==> config.mk <==
export PLATFORM = sky130hd
export DESIGN_NAME = regincr_out_queue_flat
export DESIGN_NICKNAME = d
export VERILOG_FILES = /design/src/rtl/regincr_out_queue_if.sv /design/src/rtl/regincr_out_queue.sv /design/src/flat_wrapper.sv
export SDC_FILE = /design/constraint.sdc
export NUM_CORES = 1
export LEC_CHECK = 0
export BUFFER_PORTS_ARGS = -buffer_cell sky130_fd_sc_hd__buf_2
export CAP_MARGIN = 0
export CORE_MARGIN = 2
export CORE_UTILIZATION = 50
export CTS_CLUSTER_DIAMETER = 80
export CTS_CLUSTER_SIZE = 28
export DETAILED_ROUTE_END_ITERATION = 8
export MAX_ROUTING_LAYER = met4
export PLACE_DENSITY = 0.68
export SYNTH_ARGS = -nofsm -noshare
export SYNTH_HDL_FRONTEND = slang
export SYNTH_SLANG_ARGS = --single-unit
==> constraint.sdc <==
create_clock -name clk -period 6.4 [get_ports clk]
set_input_delay 0.32 -clock clk [delete_from_list [all_inputs] [get_ports clk]]
set_output_delay 0.32 -clock clk [all_outputs]
set_load 0.01 [all_outputs]
==> src/rtl/regincr_out_queue_if.sv <==
// Bundle of queue-side signals between the incrementer output buffer and
// its producer/consumer. The queue uses the slave view; the traffic
// source/sink uses the master view.
interface regincr_out_queue_if #(
   parameter int p_nbits       = 8,
   parameter int p_num_entries = 4
);
   logic                              enq_val;
   logic [p_nbits-1:0]                enq_msg;
   logic                              enq_rdy;
   logic                              deq_val;
   logic [p_nbits-1:0]                deq_msg;
   logic                              deq_rdy;
   logic [$clog2(p_num_entries):0]    num_free;
   logic [7:0]                        drop_count;

   modport master (
      output enq_val, enq_msg, deq_rdy,
      input  enq_rdy, deq_val, deq_msg, num_free, drop_count
   );

   modport slave (
      input  enq_val, enq_msg, deq_rdy,
      output enq_rdy, deq_val, deq_msg, num_free, drop_count
   );
endinterface

==> src/rtl/regincr_out_queue.sv <==
// Output buffer for the register-incrementer stage. A circular buffer with
// registered head/tail pointers and an occupancy count. The incrementer
// cannot stall, so words offered while full are dropped and counted
// (saturating at 255). All outputs derive from registered state only.
module regincr_out_queue #(
   parameter int p_nbits       = 8,
   parameter int p_num_entries = 4
) (
   input  logic                   clk,
   input  logic                   reset,   // asynchronous, active-low
   regincr_out_queue_if.slave     q
);

   localparam int PW = $clog2(p_num_entries);
   localparam int CW = PW + 1;
   localparam logic [CW-1:0] FULL_COUNT = CW'(p_num_entries);

   logic [p_nbits-1:0] mem_q [p_num_entries];
   logic [PW-1:0]      head_q, head_d;
   logic [PW-1:0]      tail_q, tail_d;
   logic [CW-1:0]      count_q, count_d;
   logic [7:0]         drop_q, drop_d;

   logic enq_fire;
   logic deq_fire;

   // Outputs decoded from registered state; head data is gated so unwritten
   // storage never leaks out while the queue is empty.
   always_comb begin
      q.enq_rdy    = (count_q != FULL_COUNT);
      q.deq_val    = (count_q != '0);
      q.deq_msg    = q.deq_val ? mem_q[head_q] : '0;
      q.num_free   = FULL_COUNT - count_q;
      q.drop_count = drop_q;
   end

   // Next-state for pointers, occupancy and the drop counter.
   always_comb begin
      enq_fire = q.enq_val && q.enq_rdy;
      deq_fire = q.deq_val && q.deq_rdy;
      head_d   = head_q;
      tail_d   = tail_q;
      count_d  = count_q;
      drop_d   = drop_q;
      if (enq_fire) tail_d = tail_q + PW'(1);
      if (deq_fire) head_d = head_q + PW'(1);
      if (enq_fire && !deq_fire)      count_d = count_q + CW'(1);
      else if (deq_fire && !enq_fire) count_d = count_q - CW'(1);
      if (q.enq_val && !q.enq_rdy && (drop_q != 8'hFF)) drop_d = drop_q + 8'd1;
   end

   // Control state register with asynchronous clear.
   // NOTE: sequential state uses non-blocking assignments so every flop
   // samples the pre-edge values regardless of statement order.
   always_ff @(posedge clk or negedge reset) begin
      if (!reset) begin
         head_q  <= '0;
         tail_q  <= '0;
         count_q <= '0;
         drop_q  <= '0;
      end else begin
         head_q  <= head_d;
         tail_q  <= tail_d;
         count_q <= count_d;
         drop_q  <= drop_d;
      end
   end

   // Storage write at the tail on an accepted word.
   // NOTE: the data array is deliberately left out of reset; occupancy
   // tracking plus output gating makes its contents unobservable until written.
   always_ff @(posedge clk) begin
      if (enq_fire && reset) mem_q[tail_q] <= q.enq_msg;
   end

endmodule

==> src/flat_wrapper.sv <==
// flat-port wrapper written by rule: the top's interface ports become plain ports
module regincr_out_queue_flat 
#(
   parameter int p_nbits       = 8,
   parameter int p_num_entries = 4
)
  (clk, reset, q_enq_val, q_enq_msg, q_deq_rdy, q_enq_rdy, q_deq_val, q_deq_msg, q_num_free, q_drop_count);
  regincr_out_queue_if #(.p_nbits(p_nbits), .p_num_entries(p_num_entries)) q_i ();
  input  logic clk;
  input  logic reset;
  input wire logic [$bits(q_i.enq_val)-1:0] q_enq_val;
  input wire logic [$bits(q_i.enq_msg)-1:0] q_enq_msg;
  input wire logic [$bits(q_i.deq_rdy)-1:0] q_deq_rdy;
  output wire logic [$bits(q_i.enq_rdy)-1:0] q_enq_rdy;
  output wire logic [$bits(q_i.deq_val)-1:0] q_deq_val;
  output wire logic [$bits(q_i.deq_msg)-1:0] q_deq_msg;
  output wire logic [$bits(q_i.num_free)-1:0] q_num_free;
  output wire logic [$bits(q_i.drop_count)-1:0] q_drop_count;
  assign q_i.enq_val = q_enq_val;
  assign q_i.enq_msg = q_enq_msg;
  assign q_i.deq_rdy = q_deq_rdy;
  assign q_enq_rdy = q_i.enq_rdy;
  assign q_deq_val = q_i.deq_val;
  assign q_deq_msg = q_i.deq_msg;
  assign q_num_free = q_i.num_free;
  assign q_drop_count = q_i.drop_count;
  regincr_out_queue #(.p_nbits(p_nbits), .p_num_entries(p_num_entries)) u_core (.clk(clk), .reset(reset), .q(q_i));
endmodule
======== After elaboration in Yosys (flattened, before gate mapping) ========
Memory sizes are Yosys's and may differ from the RTL's.
Cells that the tools add are included.
operators by class
  add/subtract/negate cells ............... 6
  eq/ne operators ......................... 2
  mux-type cells .......................... 5
  reduce and logical (&&, ||, !) cells .... 12
operators with widths
  kind                                               count
  adder 8 x 1 -> 8 bit (second input constant)       1
  2-to-1 mux 8 bit                                   1
  != test 8 bit (second input constant)              1
  logical AND 1 bit                                  7
  2-to-1 mux 3 bit                                   2
  adder 2 x 1 -> 2 bit (second input constant)       2
  adder 3 x 1 -> 3 bit (second input constant)       1
  logical NOT 1 bit                                  3
  != test 3 bit (second input constant)              1
  nonzero test 3 bit                                 1
  subtractor 3 x 1 -> 3 bit (second input constant)  1
  subtractor 3 bit (first input constant)            1
  2-to-1 mux 1 bit                                   2
  nonzero test 2 bit                                 1
storage, ports and cells
  bits in registers ....................... 15
  bits in writable memories ............... 32
  input bits .............................. 12
  output and inout bits ................... 21
  memories ................................ 1
memories
  name          words  width  read ports  clocked after memory_dff  wr ports  RTL line                 text
  u_core.mem_q  4      8      1           0                         1         regincr_out_queue.sv:18  logic [p_nbits-1:0] mem_q [p_num_entries];

======== Depth between registers and ports, before layout ========
Gate-level depths: netlist (run 1).
  word-level depth ........................ 6
  gate-level depth with buffers ........... 11
  gate-level depth less buffers ........... 11

======== Least setup slack after synthesis (run 1) ========
No wires, ideal clock.
  path type ............................... register -> register
  from .................................... reg u_core.count_q[0]
  to ...................................... reg u_core.count_q[2]
  library setup time ...................... 0.080 ns
  arrival time ............................ 2.197 ns
  required time ........................... 6.320 ns
  setup slack ............................. 4.123 ns
  stages on the path, launching flop included .. 12
  cell sequence ........................... dfrtp_1 > inv_1 > ha_1 > ha_1 > and2b_2 > buf_2 > ha_1 > inv_1 > fa_1 > xor2_1 > nor2_1 > xnor2_1
on the way
  word-level cells in the longest chain between the ends .. 5
ends and longest elaborated chain
  item                          RTL line                 text
  from (decl)                   regincr_out_queue.sv:21  logic [CW-1:0] count_q, count_d;
  from (signal assigned)        regincr_out_queue.sv:64  count_q <= count_d;
  != test 3 bit *               regincr_out_queue.sv:30  q.enq_rdy = (count_q != FULL_COUNT);
  logical AND 1 bit *           regincr_out_queue.sv:39  enq_fire = q.enq_val && q.enq_rdy;
  named net u_core.enq_fire     regincr_out_queue.sv:24  logic enq_fire;
  logical NOT 1 bit             regincr_out_queue.sv:48  else if (deq_fire && !enq_fire) count_d = count_q - CW'(1);
  logical AND 1 bit             regincr_out_queue.sv:48
  nonzero test 2 bit (no line)  --
The timed path passes the listed nets; every way through them passes the cells marked *. The select of a mux whose other input is x is not followed.
A chain may end at the register's enable or synchronous reset.

======== Worst setup path in the final report (run 1) ========
  from .................................... reg u_core.count_q[0]
  to ...................................... reg u_core.count_q[1]
on the way
  word-level cells in the longest chain between the ends .. 5
ends and longest elaborated chain
  item                                                                               RTL line                 text
  parallel branches: the longest is 4 deep, another holds subtractor 3 x 1 -> 3 bit  --
  2-to-1 mux 3 bit *                                                                 regincr_out_queue.sv:47  if (enq_fire && !deq_fire) count_d = count_q + CW'(1);
  named net u_core.count_d[1]                                                        regincr_out_queue.sv:21
Mark *: on every way through the listed nets, which the timed path passes. The select of a mux whose other input is x is not followed.

==> flow_metrics.tcl, run 1 <==
set metrics [dict create \
    hpwl_um 2370 \
    crit_fanout 11 \
    crit_chain "inv_1, ha_1, ha_1, inv_1, nand2_1, ha_1, inv_1, fa_1, mux2_2" \
    antenna_found_initial 0 \
    synthFlopType "edfxtp_1" \
    finalCritPeriodShare 0.371 \
    tightestPinTransition_ps 573 \
    slew_violations 0 \
    globalplace.congestion 0.732 \
    cts_root_buffer "clkbuf_8" \
    die_h_um 68.2 \
    row_count 23 \
    grt-ovfl-total 0 \
    p_leak_nw 0.972 \
    ff2ff_path_depth 9 \
    drc 0 \
    start_util 0.520 \
    cts_buffers 5 \
    cts_tree "done" \
    setup_tns_ps 0 \
    cp.buffers_inverters 3 \
    r2r_setup_slack_ps 4020 \
    fin_crit_ps 2380 \
    placed_cell_area_um2 2250 \
    synth-edff-count 32 \
    syn_nets 152 \
    fmax_ghz 0.421 \
    rsz0062_at_grt "no" \
    skew_ps 7.37 \
    num-nets-final 187 \
    worst_skew_pair.late_latency_ps 300 \
    insertedDiodeCount 0 \
    crit_type "reg -> reg" \
    clock_sinks 47 \
    reg2reg_to "u_core.count_q[1]" \
    die_area_um2 4660 \
    critical_path_depth 9 \
    worstPathRequired_ps 6580 \
    crit_start "u_core.count_q[0]" \
    min_path_type "in -> reg" \
    drv_cap 0 \
    maxSlewHeadroom 0.618 \
    h-tree-depth 2 \
    clk_pin_slew_worst_paths_ps 80 \
    avgRoutedWirePerCell_um 15.2 \
    vdd_ir_drop_max_mv 0.236 \
    critPathLaunchType "register" \
    netlist_area_um2 2060 \
    cts_resized 0 \
    first_pass_iters 4 \
    setup_viol 0 \
    cts_setup_buffers 0 \
    cp-endpoint "u_core.count_q[1]" \
    syn_inst 130 \
    avgSynthCellArea_um2 15.9 \
    num_vias 1127 \
    grt_pass1_wl_um 5310 \
    drt_iter0_drc 84 \
    ctsLongestPathBuffers 2 \
    cpPeakStageDelay_ps 420 \
    fin_area_um2 2380 \
    yosys_warnings 0 \
    cp_top_family "adder cells" \
    via_per_inst 5.22 \
    wl_um 3290 \
    multi_input_area_um2 661 \
    p_total_mw 0.997 \
    synth-seq-cells 47 \
    cp-end-kind "register" \
    core-area_um2 3970 \
    r2r_start "u_core.count_q[0]" \
    ant_nets 0 \
    io_buffers 32 \
    synth_cell_types 30 \
    status "completed" \
    fill_cells 316 \
    finalHoldViolCount 0 \
    ctsHoldBuffers 1 \
    grt_pass1_vias 1189 \
    chipWidth_um 68.2 \
    io_pins 33 \
    placed_cells 207 \
    cp_slowest_cell "dfrtp_1" \
    arrival_ps 2560 \
    yosysSeqAreaShare 0.648 \
    async_flop_share 0.319 \
    syn2layout_area_growth_pct 15.2 \
    p_per_area_nw_per_um2 420 \
    track_usage 0.169 \
    regArea_um2 1340 \
    instances_no_fill 216 \
    drive_gt1_frac 0.337 \
    grt_max_degree 20 \
]
[cell families (layout without fill, tap and decap cells)]
| group | after synthesis | after routing | share of synthesized area |
|---|---|---|---|
| fa+ha+maj | 10 | 10 | 0.0643 |
| flops | 47 | 47 | 0.648 |
| xor+xnor | 10 | 10 | 0.0425 |
| buf+inv | 14 | 50 | 0.0321 |
| simple gates | 33 | 33 | 0.0970 |
| compound gates | 5 | 5 | 0.0127 |
| mux | 11 | 11 | 0.104 |
[worst reg2reg max path: cells and delay by family, from the launching register on]
family / cells / cell delay, ps
multiplexers: 1 / 270
flip-flops: 1 / 420
adder cells (fa/ha/maj): 4 / 1050
buffers and inverters: 3 / 380
AND/OR/NAND/NOR: 1 / 150
[cell type report]
cell class                      instances  share of cell area
Sequential cell                        47               0.562
Multi-Input combinational cell         69               0.278
Timing Repair Buffer                   33              0.0716
Clock buffer                            5              0.0290
Tap cell                               50              0.0263
Clock inverter                          3              0.0184
Inverter                                9              0.0142
[metrics by stage]
stage / setup slack [ps] / hold slack (ps) / utilization
6_report: 4020 / 233 / 0.598
5_1_grt: 3810 / 227 / 0.598
4_1_cts: 3970 / 225 / 0.598
2_1_floorplan: 4120 / 24.4 / -
3_5_place_dp: 3980 / 266 / 0.567
3_3_place_gp: 4070 / 254 / 0.567
[worst min path at each step]
stage | from | to | slack [ps] | cells past startpoint
detailed placement | reset | u_core.q.drop_count[6] | 270 | 1
finish | q_enq_msg[5] | u_core.mem_q[3][5] | 230 | 1
global route | q_enq_msg[1] | u_core.mem_q[3][1] | 230 | 1
global placement | reset | u_core.q.drop_count[6] | 250 | 1
floorplan | reset | u_core.count_q[0] | 20 | 0
CTS | q_enq_msg[1] | u_core.mem_q[2][1] | 220 | 1
[layer usage]
| layer | GRT usage | routed length [µm] | up-vias | share of wire |
|---|---|---|---|---|
| met5 | - | 0 | - | 0 |
| met4 | 0.0600 | 68 | 0 | 0.021 |
| met3 | 0.0510 | 149 | 9 | 0.045 |
| met2 | 0.277 | 1640 | 30 | 0.50 |
| met1 | 0.199 | 1430 | 552 | 0.44 |
| li1 | - | - | 536 | - |
[where the power goes]
group	switching (mW)	internal, mW
clock	0.0983	0.116
combinational	0.159	0.180
sequential	0.0601	0.383
[cell usage after synthesis (all sizes together), types with 3 or more instances]
master / instances / area, µm²
and3: 5 / 31.3
a21oi: 3 / 15.0
inv: 9 / 33.8
nand2: 7 / 28.8
buf: 3 / 23.8
nand3: 5 / 30.0
edfxtp: 32 / 961
nor2: 3 / 13.8
dfrtp: 15 / 375
mux2: 3 / 33.8
xnor2: 9 / 78.8
mux4: 8 / 180
and2: 8 / 50.1
ha: 9 / 113
[flip-flops by register name (all words and copies together) (netlist names)]
signal and cells:
u_core.mem_q 32, u_core.q.drop_count 8, u_core.head_q 2, u_core.count_q 3, u_core.tail_q 2
[layout by cell type, fill, tap and decap left out, types with 2 or more instances in the layout]
cell type  synthesis  routed
nand3_1            4       4
xnor2_1            9       9
a21oi_1            3       3
buf_2              1      32
nand2_1            6       6
mux2_2             2       2
nand4_1            2       2
mux4_2             8       8
and2_1             8       8
edfxtp_1          32      32
clkbuf_8           0       5
nor2_1             2       2
dfrtp_1           15      15
inv_1              9       9
and3_1             5       5
ha_1               9       9
Power figures use the tool's default switching activity.
==> run 2, diff against run 1 <==
==> constraint.sdc (replaced) <==
create_clock -name clk -period 2.3 [get_ports clk]
set_input_delay 0.115 -clock clk [delete_from_list [all_inputs] [get_ports clk]]
set_output_delay 0.115 -clock clk [all_outputs]
set_load 0.01 [all_outputs]
==> flow_metrics.tcl, run 2 (synthesis results as in run 1) <==
set metrics [dict create \
    grt_max_degree 16 \
    regMostFlops "u_core.mem_q" \
    io_buffers 32 \
    status "completed" \
    ff2ff_path_depth 10 \
    finalHoldViolCount 0 \
    num-nets-final 195 \
    crit_chain "inv_1, ha_1, ha_1, and2b_4, ha_2, inv_1, fa_1, xor2_1, nor2_1, xnor2_1" \
    p_leak_nw 1.02 \
    num_vias 1174 \
    cp-end-kind "register" \
    cpPeakStageDelay_ps 380 \
    chipWidth_um 68.2 \
    setup_viol 0 \
    vdd_ir_drop_max_mv 0.713 \
    syn2layout_area_growth_pct 19.4 \
    hpwl_um 2640 \
    reg2reg_to "u_core.count_q[2]" \
    fmax_ghz 0.469 \
    die_area_um2 4660 \
    setup_slack_ps 168 \
    drv_cap 0 \
    cp_slowest_cell "fa_1" \
    arrival_ps 2360 \
    rsz0062_at_grt "no" \
    drt_iter0_drc 63 \
    p_per_area_nw_per_um2 1210 \
    grt_pass1_wl_um 5580 \
    finalCritPeriodShare 0.927 \
    cts_buffers 5 \
    regArea_um2 1340 \
    grt-ovfl-total 0 \
    drc 0 \
    avgRoutedWirePerCell_um 16.0 \
    h-tree-depth 2 \
    layout_common_cells "buf_2, edfxtp_1, dfrtp_1, inv_1, xnor2_1" \
    first_pass_iters 4 \
    ctsLongestPathBuffers 2 \
    start_util 0.520 \
    wl_um 3580 \
    critPathLaunchType "register" \
    track_usage 0.183 \
    tightestPinTransition_ps 456 \
    cts_tree "done" \
    die_h_um 68.2 \
    cp-endpoint "u_core.count_q[2]" \
    globalplace.congestion 0.696 \
    crit_type "reg -> reg" \
    fill_cells 314 \
    crit_start "u_core.count_q[0]" \
    largest_reg_flops 32 \
    insertedDiodeCount 0 \
    fin_crit_ps 2130 \
    io_pins 33 \
    r2r_start "u_core.count_q[0]" \
    ant_nets 0 \
    skew_ps 7.82 \
    clock_sinks 47 \
    via_per_inst 5.24 \
    drive_gt1_frac 0.374 \
    whs_ps 25.9 \
    min_path_type "in -> reg" \
    r2r_setup_slack_ps 170 \
    core-area_um2 3970 \
    pre_cts_slack_ps 23.0 \
    multi_input_area_um2 664 \
    worstPathRequired_ps 2530 \
    cts_root_buffer "clkbuf_8" \
    grt_pass1_vias 1162 \
    utilization 0.620 \
    clk_pin_slew_worst_paths_ps 90 \
    slew_violations 0 \
    worst_skew_pair.late_latency_ps 300 \
    antenna_found_initial 0 \
    crit_fanout 2 \
    row_count 23 \
    maxSlewHeadroom 0.696 \
    setup_tns_ps 0 \
]
-- run 2: cell count changes in the layout (fill, tap and decap cells not counted) --
cell,previous run,this run
ha_1,9,8
and2b_2,1,0
bufinv_16,1,2
clkinv_2,1,0
clkinvlp_4,0,1
and2b_4,0,1
buf_4,0,8
clkinv_4,1,0
ha_2,0,1
-- run 2: metrics by stage --
| step | cells | cell area [µm²] | power [mW] |
|---|---|---|---|
| floorplan | 130 | 2060 | 1.93 |
| global placement | 213 | 2300 | 2.23 |
| detailed placement | 213 | 2300 | 2.29 |
| CTS | 223 | 2450 | 3.00 |
| global route | 224 | 2460 | 3.19 |
| finish | 224 | 2460 | 2.98 |
-- run 2: routing by layer --
layer,up-vias,share of wire,GRT usage
met3,8,0.035,0.0395
li1,552,-,-
met4,0,0.022,0.0975
met2,21,0.54,0.301
met5,-,0,-
met1,593,0.41,0.211
-- run 2: what timing repair did --
action	4_1_cts	5_1_grt
endpoints found under the setup margin	1	2
gates resized for setup	0	2
buffers inserted	1	1
hold buffers	1	0
hold endpoints to repair	15	0
-- run 2: area by class of cell --
type / count / share of cell area
tap: 50 / 0.0254
timing repair buffer: 41 / 0.0934
clock buffer: 5 / 0.0279
inverter: 9 / 0.0137
clock inverter: 3 / 0.0274
multi-input combinational: 69 / 0.270
sequential: 47 / 0.542
-- run 2: worst max-delay path: cells and delay by family (launching register included) --
kind,cells,cell delay (ps)
adders and majority gates,4,960
DFF,1,360
and+or+nand+nor,2,360
xor gates and xnor gates,2,280
buffers and inverters,2,100
-- run 2: report_power, final --
group / internal (mW) / total, mW / switching [mW]
sequential: 1.07 / 1.21 / 0.141
combinational: 0.565 / 1.06 / 0.498
clock: 0.433 / 0.711 / 0.278
total: 2.06 / 2.98 / 0.917
-- run 2: how the worst min path moves through the flow --
| stage | startpoint | to | depth (start not counted) |
|---|---|---|---|
| detailed placement | reset | u_core.tail_q[1] | 1 |
| floorplan | reset | u_core.count_q[0] | 0 |
| finish | q_enq_msg[1] | u_core.mem_q[0][1] | 1 |
| global route | q_enq_msg[0] | u_core.mem_q[3][0] | 1 |
| global placement | reset | u_core.tail_q[1] | 1 |
| CTS | q_enq_msg[7] | u_core.mem_q[1][7] | 1 |
==> run 3, diff against run 2 <==
--- a/config.mk
+++ b/config.mk
@@ -13,7 +13,7 @@
 export CTS_CLUSTER_SIZE = 28
 export DETAILED_ROUTE_END_ITERATION = 8
 export MAX_ROUTING_LAYER = met4
-export PLACE_DENSITY = 0.68
+export PLACE_DENSITY = 0.71
 export SYNTH_ARGS = -nofsm -noshare
 export SYNTH_HDL_FRONTEND = slang
 export SYNTH_SLANG_ARGS = --single-unit
==> constraint.sdc (replaced) <==
create_clock -name clk -period 1.91 [get_ports clk]
set_input_delay 0.0955 -clock clk [delete_from_list [all_inputs] [get_ports clk]]
set_output_delay 0.0955 -clock clk [all_outputs]
set_load 0.01 [all_outputs]
==> flow_metrics.tcl, run 3 (synthesis results as in run 1) <==
set metrics [dict create \
    status "finished, violations left" \
    violations "setup timing" \
    regMostFlops "u_core.mem_q" \
    whs_ps 6.88 \
    cp.buffers_inverters 2 \
    vdd_ir_drop_max_mv 0.993 \
    wl_um 3620 \
    track_usage 0.182 \
    fmax_ghz 0.501 \
    core-area_um2 3970 \
    die_h_um 68.2 \
    grt_max_degree 20 \
    avgRoutedWirePerCell_um 15.4 \
    finalHoldViolCount 0 \
    critPathLaunchType "register" \
    crit_type "reg -> reg" \
    crit_chain "inv_2, ha_4, ha_4, and2b_2, ha_4, inv_2, fa_2, mux2_4" \
    finalCritPeriodShare 1.04 \
    slew_violations 0 \
    grt-ovfl-total 0 \
    num_vias 1181 \
    syn2layout_area_growth_pct 25.0 \
    io_buffers 32 \
    hpwl_um 2680 \
    worstPathRequired_ps 2100 \
    cp_top_family "adder cells" \
    globalplace.congestion 0.702 \
    p_int_mw 2.49 \
    via_per_inst 5.03 \
    cpMostUsedCell "ha_4" \
    skew_ps 1.34 \
    layout_common_cells "buf_2, edfxtp_1, buf_4, dfrtp_1, xnor2_1" \
    ctsLongestPathBuffers 2 \
    r2r_setup_slack_ps -90 \
    cts_buffers 5 \
    cts_tree "done" \
    drv_cap 0 \
    ant_nets 0 \
    instances_no_fill 235 \
    largest_reg_flops 32 \
    clock_sinks 47 \
    rsz0062_at_grt "yes" \
    num-nets-final 206 \
    p_total_mw 3.64 \
    p_per_area_nw_per_um2 1410 \
    antenna_found_initial 0 \
    crit_fanout 2 \
    pre_cts_slack_ps -77.1 \
    cts_root_buffer "clkbuf_8" \
    setup_viol 2 \
    clkPwrFrac 0.196 \
    insertedDiodeCount 0 \
    fin_crit_ps 2000 \
    tightestPinTransition_ps 421 \
    p_switching_mw 1.16 \
    arrival_ps 2180 \
    p_sw_frac 0.317 \
    grt_pass1_vias 1211 \
    utilization 0.650 \
    h-tree-depth 2 \
    cpPeakStageDelay_ps 430 \
    chipWidth_um 68.2 \
    first_pass_iters 4 \
    p_leak_nw 1.07 \
    drt_iter0_drc 101 \
    drc 0 \
    cp-end-kind "register" \
    clk_pin_slew_worst_paths_ps 80 \
    io_pins 33 \
    p_comb_frac 0.410 \
    start_util 0.520 \
    worst_skew_pair.late_latency_ps 290 \
    grt_pass1_wl_um 5790 \
    drive_gt1_frac 0.443 \
    placed_cells 223 \
    die_area_um2 4660 \
    fill_cells 293 \
    row_count 23 \
    maxSlewHeadroom 0.719 \
    min_path_type "in -> reg" \
    setup_slack_ps -85.5 \
    p_seq_frac 0.394 \
    cp_slowest_cell "fa_2" \
]
run 3: worst paths after layout:
kind	from	end	cells past startpoint
min	q_enq_msg[6]	u_core.mem_q[1][6]	1
min reg2reg	u_core.q.drop_count[7]	u_core.q.drop_count[7]	1
max	u_core.count_q[1]	u_core.count_q[1]	8
max reg2reg	u_core.count_q[1]	u_core.count_q[1]	8
min in group asynchronous	reset	u_core.q.drop_count[0]	2
max in group asynchronous	reset	u_core.q.drop_count[4]	2
run 3: power groups by stage:
| stage | clock network, mW | logic (mW) | registers, mW |
|---|---|---|---|
| 2_1_floorplan | 0 | 0.980 | 1.43 |
| 3_3_place_gp | 0 | 1.39 | 1.44 |
| 3_5_place_dp | 0 | 1.44 | 1.46 |
| 4_1_cts | 0.728 | 1.47 | 1.44 |
| 5_1_grt | 0.774 | 1.66 | 1.46 |
| 6_report | 0.715 | 1.49 | 1.43 |
run 3: cell type report:
class,instances,area [µm²],share of cell area
Tap cell,50,62.6,0.0242
Multi-Input combinational cell,69,707,0.274
Clock inverter,3,43.8,0.0170
Clock buffer,5,68.8,0.0267
Inverter,9,33.8,0.0131
Timing Repair Buffer,52,328,0.127
Sequential cell,47,1340,0.518
run 3: repair_timing:
action                                 4_1_cts  5_1_grt
setup endpoints to repair                    2        2
hold buffers                                 2        0
resized for setup                            1        2
buffers inserted                             1        1
endpoints found under the hold margin       19        0
pin swaps                                    2        2
run 3: layer usage:
layer	part of all wire	GRT usage	vias to the layer above
li1	-	-	574
met1	0.42	0.213	574
met2	0.53	0.308	28
met3	0.042	0.0493	5
met4	0.0091	0.0500	0
met5	0	-	-
run 3: metrics by stage:
| stage | area [µm²] | TNS, ps |
|---|---|---|
| 2_1_floorplan | 2110 | -338 |
| 4_1_cts | 2570 | -96.1 |
| 3_3_place_gp | 2420 | 0 |
| 6_report | 2580 | -113 |
| 3_5_place_dp | 2420 | -115 |
| 5_1_grt | 2580 | -301 |
